$ cat src/rtl/spi_flash_pkg.sv
// Shared opcodes, address limit and state encoding for the SPI flash responder.
// SPI_FAST_READ_EN adds the DUMMY state used by FAST READ (0x0B).
package spi_flash_pkg;

    localparam logic [7:0] OP_READ      = 8'h03;
    localparam logic [7:0] OP_FAST_READ = 8'h0B;
    localparam logic [7:0] OP_RDID      = 8'h9F;
    localparam logic [7:0] OP_RDSR      = 8'h05;

    localparam int SPI_ADDR_BITS = 24;

    typedef enum logic [2:0] {
        ST_CMD    = 3'd0,
        ST_ADDR   = 3'd1,
        ST_DATA   = 3'd2,
        ST_ID     = 3'd3,
        ST_STATUS = 3'd4,
`ifdef SPI_FAST_READ_EN
        ST_IGNORE = 3'd5,
        ST_DUMMY  = 3'd6
`else
        ST_IGNORE = 3'd5
`endif
    } state_t;

endpackage

$ cat src/rtl/spi_flash_read_pipe.sv
// Fixed three-stage response pipe: trigger -> mem_rd -> rdata capture -> tx_strobe.
// Constant bytes (ID, status) ride the same stages so every response has one timing.
module spi_flash_read_pipe #(
    parameter int ADDR_BITS = 16
) (
    input  logic                 mclk,
    input  logic                 reset,
    input  logic                 flush,
    input  logic                 trig_mem,
    input  logic                 trig_const,
    input  logic [7:0]           const_byte,
    input  logic [ADDR_BITS-1:0] trig_addr,
    output logic                 mem_rd,
    output logic [ADDR_BITS-1:0] mem_addr,
    input  logic [7:0]           mem_rdata,
    output logic                 tx_strobe,
    output logic [7:0]           tx_data
);

    logic       s1_const_r;
    logic [7:0] s1_byte_r;
    logic       s2_mem_r;
    logic       s2_const_r;
    logic [7:0] s2_byte_r;

    // Stage 1: issue the memory read or hold the constant byte
    always_ff @(posedge mclk) begin
        if (reset) begin
            mem_rd     <= 1'b0;
            mem_addr   <= {ADDR_BITS{1'b0}};
            s1_const_r <= 1'b0;
            s1_byte_r  <= 8'h00;
        end else if (flush) begin
            mem_rd     <= 1'b0;
            s1_const_r <= 1'b0;
        end else begin
            mem_rd     <= trig_mem;
            s1_const_r <= trig_const;
            s1_byte_r  <= const_byte;
            if (trig_mem) begin
                mem_addr <= trig_addr;
            end
        end
    end

    // Stage 2: memory data is in flight, constant byte waits alongside
    always_ff @(posedge mclk) begin
        if (reset) begin
            s2_mem_r   <= 1'b0;
            s2_const_r <= 1'b0;
            s2_byte_r  <= 8'h00;
        end else if (flush) begin
            s2_mem_r   <= 1'b0;
            s2_const_r <= 1'b0;
        end else begin
            s2_mem_r   <= mem_rd;
            s2_const_r <= s1_const_r;
            s2_byte_r  <= s1_byte_r;
        end
    end

    // Stage 3: register the response byte and strobe it to spi_device
    always_ff @(posedge mclk) begin
        if (reset) begin
            tx_strobe <= 1'b0;
            tx_data   <= 8'h00;
        end else if (flush) begin
            tx_strobe <= 1'b0;
        end else begin
            tx_strobe <= s2_mem_r | s2_const_r;
            if (s2_mem_r) begin
                tx_data <= mem_rdata;
            end else if (s2_const_r) begin
                tx_data <= s2_byte_r;
            end
        end
    end

endmodule

$ cat src/rtl/spi_flash_responder.sv
// Byte-level SPI NOR command engine (READ, JEDEC ID, READ STATUS) behind spi_device.
// Define SPI_FAST_READ_EN to accept FAST READ (0x0B) with one dummy byte.
module spi_flash_responder
    import spi_flash_pkg::*;
#(
    parameter int          ADDR_BITS   = 16,
    parameter logic [23:0] JEDEC_ID    = 24'hEF4018,
    parameter logic [7:0]  STATUS_BYTE = 8'h00
) (
    input  logic                 mclk,
    input  logic                 reset,
    input  logic                 spi_cs,
    input  logic                 rx_strobe,
    input  logic [7:0]           rx_data,
    output logic                 tx_strobe,
    output logic [7:0]           tx_data,
    output logic                 mem_rd,
    output logic [ADDR_BITS-1:0] mem_addr,
    input  logic [7:0]           mem_rdata,
    output logic                 busy,
    output logic                 bad_cmd
);

    if (ADDR_BITS < 1 || ADDR_BITS > SPI_ADDR_BITS) begin : g_addr_bits_check
        $error("ADDR_BITS out of range");
    end

    state_t               state_r, state_next_s;
    logic [ADDR_BITS-1:0] addr_r, addr_next_s, addr_shift_s, addr_inc_s, rd_addr_s;
    logic [1:0]           cnt_r, cnt_next_s;
    logic                 bad_cmd_r, bad_next_s, busy_r;
    logic                 trig_mem_s, trig_const_s, flush_s;
    logic [7:0]           const_byte_s;
`ifdef SPI_FAST_READ_EN
    logic                 fast_r, fast_next_s;
`endif

    // Upper bits of the 24-bit SPI address fall off the top of the shift
    assign addr_shift_s = ADDR_BITS'({addr_r, rx_data});
    assign addr_inc_s   = addr_r + {{(ADDR_BITS-1){1'b0}}, 1'b1};
    assign flush_s      = spi_cs | reset;
    assign bad_cmd      = bad_cmd_r;
    assign busy         = busy_r;

    // Command state register
    always_ff @(posedge mclk) begin
        if (reset) begin
            state_r   <= ST_CMD;
            addr_r    <= {ADDR_BITS{1'b0}};
            cnt_r     <= 2'd0;
            bad_cmd_r <= 1'b0;
            busy_r    <= 1'b0;
`ifdef SPI_FAST_READ_EN
            fast_r    <= 1'b0;
`endif
        end else begin
            state_r   <= state_next_s;
            addr_r    <= addr_next_s;
            cnt_r     <= cnt_next_s;
            bad_cmd_r <= bad_next_s;
            busy_r    <= (state_next_s != ST_CMD);
`ifdef SPI_FAST_READ_EN
            fast_r    <= fast_next_s;
`endif
        end
    end

    // Byte decode: next state and pipeline triggers
    always_comb begin
        state_next_s = state_r;
        addr_next_s  = addr_r;
        cnt_next_s   = cnt_r;
        bad_next_s   = 1'b0;
        trig_mem_s   = 1'b0;
        trig_const_s = 1'b0;
        const_byte_s = 8'h00;
        rd_addr_s    = addr_r;
`ifdef SPI_FAST_READ_EN
        fast_next_s  = fast_r;
`endif
        if (spi_cs) begin
            state_next_s = ST_CMD;
            addr_next_s  = {ADDR_BITS{1'b0}};
            cnt_next_s   = 2'd0;
`ifdef SPI_FAST_READ_EN
            fast_next_s  = 1'b0;
`endif
        end else if (rx_strobe) begin
            case (state_r)
                ST_CMD: begin
                    cnt_next_s = 2'd0;
                    case (rx_data)
                        OP_READ: begin
                            state_next_s = ST_ADDR;
`ifdef SPI_FAST_READ_EN
                            fast_next_s  = 1'b0;
                        end
                        OP_FAST_READ: begin
                            state_next_s = ST_ADDR;
                            fast_next_s  = 1'b1;
`endif
                        end
                        OP_RDID: begin
                            state_next_s = ST_ID;
                            trig_const_s = 1'b1;
                            const_byte_s = JEDEC_ID[23:16];
                        end
                        OP_RDSR: begin
                            state_next_s = ST_STATUS;
                            trig_const_s = 1'b1;
                            const_byte_s = STATUS_BYTE;
                        end
                        default: begin
                            state_next_s = ST_IGNORE;
                            bad_next_s   = 1'b1;
                        end
                    endcase
                end
                ST_ADDR: begin
                    addr_next_s = addr_shift_s;
                    if (cnt_r == 2'd2) begin
                        cnt_next_s = 2'd0;
`ifdef SPI_FAST_READ_EN
                        if (fast_r) begin
                            state_next_s = ST_DUMMY;
                        end else begin
                            state_next_s = ST_DATA;
                            trig_mem_s   = 1'b1;
                            rd_addr_s    = addr_shift_s;
                        end
`else
                        state_next_s = ST_DATA;
                        trig_mem_s   = 1'b1;
                        rd_addr_s    = addr_shift_s;
`endif
                    end else begin
                        cnt_next_s = cnt_r + 2'd1;
                    end
                end
`ifdef SPI_FAST_READ_EN
                ST_DUMMY: begin
                    state_next_s = ST_DATA;
                    trig_mem_s   = 1'b1;
                    rd_addr_s    = addr_r;
                end
`endif
                ST_DATA: begin
                    addr_next_s = addr_inc_s;
                    trig_mem_s  = 1'b1;
                    rd_addr_s   = addr_inc_s;
                end
                ST_ID: begin
                    if (cnt_r != 2'd2) begin
                        trig_const_s = 1'b1;
                        const_byte_s = (cnt_r == 2'd0) ? JEDEC_ID[15:8] : JEDEC_ID[7:0];
                        cnt_next_s   = cnt_r + 2'd1;
                    end else begin
                        cnt_next_s = cnt_r;
                    end
                end
                ST_STATUS: begin
                    trig_const_s = 1'b1;
                    const_byte_s = STATUS_BYTE;
                end
                ST_IGNORE: begin
                    state_next_s = ST_IGNORE;
                end
                default: begin
                    state_next_s = ST_CMD;
                end
            endcase
        end else begin
            state_next_s = state_r;
        end
    end

    spi_flash_read_pipe #(
        .ADDR_BITS (ADDR_BITS)
    ) u_read_pipe (
        .mclk       (mclk),
        .reset      (reset),
        .flush      (flush_s),
        .trig_mem   (trig_mem_s),
        .trig_const (trig_const_s),
        .const_byte (const_byte_s),
        .trig_addr  (rd_addr_s),
        .mem_rd     (mem_rd),
        .mem_addr   (mem_addr),
        .mem_rdata  (mem_rdata),
        .tx_strobe  (tx_strobe),
        .tx_data    (tx_data)
    );

endmodule
$ cat config.mk
export PLATFORM = sky130hd
export DESIGN_NAME = spi_flash_responder
export DESIGN_NICKNAME = d
export VERILOG_FILES = /design/src/rtl/spi_flash_pkg.sv /design/src/rtl/spi_flash_read_pipe.sv /design/src/rtl/spi_flash_responder.sv
export SDC_FILE = /design/constraint.sdc
export NUM_CORES = 1
export LEC_CHECK = 0
export CAP_MARGIN = 20
export CELL_PAD_IN_SITES_DETAIL_PLACEMENT = 1
export CELL_PAD_IN_SITES_GLOBAL_PLACEMENT = 1
export CORE_ASPECT_RATIO = 1.75
export CORE_MARGIN = 4
export CORE_UTILIZATION = 47
export CTS_CLUSTER_SIZE = 30
export DETAILED_ROUTE_END_ITERATION = 8
export DONT_BUFFER_PORTS = 1
export PLACE_DENSITY = 0.79
export SLEW_MARGIN = 5
export SYNTH_ARGS = -nofsm -noshare
export SYNTH_HDL_FRONTEND = slang
export SYNTH_SLANG_ARGS = --single-unit
$ cat constraint.sdc
create_clock -name mclk -period 2.04 [get_ports mclk]
set_input_delay 0.408 -clock mclk [delete_from_list [all_inputs] [get_ports mclk]]
set_output_delay 0.408 -clock mclk [all_outputs]
set_load 0.02 [all_outputs]
==> summary.md <==
| Metric | Value |
|---|---|
| Hold Vio Cnt, Final | 0 |
| Final Power | about 2800 uW |
| Worst r2r src | cnt_r[0] |
| CP Class | register to register |
| Post-DP HPWL | between 7 and 8 mm |
| Final WS setup | approximately 0.22 ns |
| Placed cell area | 0.00324 mm2 |
| Max Fclk | 548 MHz |
| TNS Setup | 0 ns |
| Iteration-0 DRC Markers | approximately 110 |
| Drt via density | between 6 and 7 |
| Finished layout cell area | around 0.0035 mm2 |
| Pwr/cell area | 795 mW/mm2 |
| Hold buffers post-CTS | 0 |
| Drc violations | 0 |
| Fin crit share | roughly nine tenths |
| LEAKAGE | roughly 0.0012 uW |
| PostCTS Resize Cnt | 0 |
| DP Cell Count | 450 |
| RSZ-0062 raised after global routing | no |
| H-tree Lvls | 3 |
| TritonCTS Buffers | 9 |
| Least-Margin Pin Slew | 0.496 ns |
| DR vias | between 2000 and 3000 |
| CTS clk-pin slew, worst paths | roughly 0.06 ns |
| Clk root buf | clkbuf_16 |
| Sequential share of power | 42.4% |
| Share of synthesized registers carrying an async set or reset | 0% |
| Synth Instances | around 380 |
| Clock power share | around 54% |
| Antenna diodes | 0 |
| CP Max Fanout | 16 |
| Die ar. | just over 0.008 mm2 |
| Maximum vdd drop | slightly above 0.0005 V |
| Setup crit start | cnt_r[0] |
| Slew headroom | about two thirds |
| Largest cells by area after synthesis | dfxtp_1 (38%), nor2_1 (4.8%), a21oi_1 (4.5%), nand2_1 (4.0%), o21ai_0 (2.9%) |
| Outcome | completed |
| Post-synthesis net count | 401 |
| Initial Util | 48.2% |
| Worst hold path startpoint | reset |
| Chip height | between 100 and 150 um |
| Startpoint type of the worst setup path | register |
| Dpl ws | between 0.15 and 0.2 ns |
| Min-Delay Path Class | input pin to register |
| CP endpoint kind | register |
| Wire per inst | between 20 and 25 um |
| Final setup fails | 0 |
| Comb power frac | 3.3% |
| Sw frac | between 20% and 30% |
| Most frequent cells in the layout | dfxtp_1 (60), nor2_1 (40), nand2_1 (33), a21oi_1 (28), buf_4 (21) |
| Post-synthesis register bit count | 60 |
| Worst Path Buf+Inv | 2 |
| Worst path max stage delay | 0.37 ns |
| Synthesized area | between 0.003 and 0.004 mm2 |
| Placeable Area | around 0.0065 mm2 |
| Max-cap violations | 0 |
| Area Growth Syn to Fin | 13.0% |
| FF-to-FF setup slack | around 0.22 ns |
| Yosys top cell area share | 38.4% |
| I/O pin total | 48 |
| Ys Warns | 0 |
| Nets | 404 |
| Avg Inst Size Synth | between 8 and 9 um2 |
| Width of the chip | ~70 um |
| Clk_skew | 0.00652 ns |
| Internal cell power | 2170 uW |
| Worst Path Arrival | about 2.0 ns |
| GRT Residual Overflow | 0 |
| Initial antenna violation count | 0 |
| Drt first pass iters | 4 |
| Largest net degree at the start of global routing | 34 |
| Post-synth EDFFs | 0 |
| Post-CTS Setup Bufs | 0 |
| Most used DFF post-synth | dfxtp_1 |
| First-pass GRT wire length | around 15 mm |
| Crit-path cells | inv_1 > ha_1 > buf_4 > and2_4 > o31a_1 > or3_1 |
| Switch Pwr | ~640 uW |
| Register area share after synthesis | 38.4% |
| Commonest non-fill, non-tap cell in the layout | dfxtp_1 |
| Fin cells | 466 |
| Antenna Violating Nets Remaining | 0 |
| RD Place Congestion | just under 0.9 |
| Distinct cells, synth | 57 |
| CP delay by family, top | simple AND/OR/NAND/NOR gates |
| CTS tree | built |
| Min Tclk post-route | 1.82 ns |
| WP data required | roughly 2.3 ns |
| CTS Buffer Depth | 2 |
| Worst skew pair latency | ~0.34 ns |
| Max Slew Vio Count | 0 |
| Synth area leader | dfxtp_1 |
| Max stage delay cell, worst path | or3_1 |
| Row count | 39 |
| Sink Count | 60 |
| Port Buf Inserts | 0 |
| Fraction of layout cells with a size suffix above 1 | about an eighth |
| Drt total wl | around 9.6 mm |
| Tot GR Track Use | approximately a quarter |
| Vias in the first global route | roughly 3000 |
## final timing paths
| path | end | cells past startpoint |
|---|---|---|
| worst min register to register | u_read_pipe.s2_const_r | 1 |
| worst max register to register | busy | 6 |
| worst min-delay path | u_read_pipe.s1_byte_r[5] | 1 |
| worst max-delay path | busy | 6 |
## registers in the layout, indices dropped and copies added (netlist names)
| signal | flops |
|---|---|
| u_read_pipe.s2_mem_r | 1 |
| u_read_pipe.mem_addr | 16 |
| bad_cmd | 1 |
| u_read_pipe.s2_const_r | 1 |
| u_read_pipe.tx_strobe | 1 |
| u_read_pipe.s1_byte_r | 4 |
| state_r | 3 |
| addr_r | 16 |
| u_read_pipe.s1_const_r | 1 |
| busy | 1 |
| u_read_pipe.mem_rd | 1 |
| cnt_r | 2 |
| u_read_pipe.tx_data | 8 |
| u_read_pipe.s2_byte_r | 4 |
## through the flow
step	util, %	hold slack [ns]
3_5_place_dp	49.9	0.443
4_1_cts	54.5	0.128
6_report	54.5	0.143
2_1_floorplan	-	0.406
5_1_grt	54.5	0.130
3_3_place_gp	49.9	0.411
## power by group through the flow
stage | combinational [uW] | sequential [uW] | clock [uW]
final | 91.5 | 1190 | 1530
after global routing | 99.9 | 1190 | 1610
after CTS | 91.9 | 1190 | 1560
after detailed placement | 90.9 | 1220 | 0
after global placement | 88.2 | 1220 | 0
after floorplan | 81.0 | 1210 | 0
## metal layers
metal | part of all wire (%) | track usage [%]
met5 | 0 | 0
met2 | 55 | 47.6
met4 | 5.5 | 16.1
met3 | 4.8 | 6.77
met1 | 34 | 23.2
## cells by family (layout without fill, tap and decap cells)
family	count (synthesis)	in the layout	synth area share, %
adder cells (fa/ha/maj)	5	5	2.00
buffers and inverters	39	47	6.80
AND/OR/NAND/NOR	146	146	24.6
flip-flops	60	60	38.4
AO/OA/AOI/OAI	104	104	21.7
multiplexers	8	8	2.60
XOR/XNOR	14	14	3.92
## area by class of cell
type	count	area [um2]
timing repair buffer	22	178
multi-input combinational	277	1720
sequential	60	1200
inverter	9	35.0
clock inverter	7	75.1
fill	777	2950
tap	82	103
clock buffer	9	225
## synth_stat cells (7+ instances only)
cell / count
o21ai_0: 18
buf_2: 13
xnor2_1: 7
xor2_1: 7
a21oi_1: 28
nand3_1: 12
a31oi_1: 7
nand2_1: 33
inv_1: 8
nor2_1: 40
a211oi_1: 10
mux2i_1: 7
clkbuf_1: 9
nand3b_1: 11
dfxtp_1: 60
a22oi_1: 7
## worst reg2reg max path, delay by kind of cell (launching register included)
kind / cells / cell delay [ns]
and+or+nand+nor: 2 / 0.57
buffers and inverters: 2 / 0.26
DFF: 1 / 0.35
AOI/OAI and AO/OA: 1 / 0.31
adders and majority gates: 1 / 0.22
Note: power is estimated with default switching activity, not from simulation.
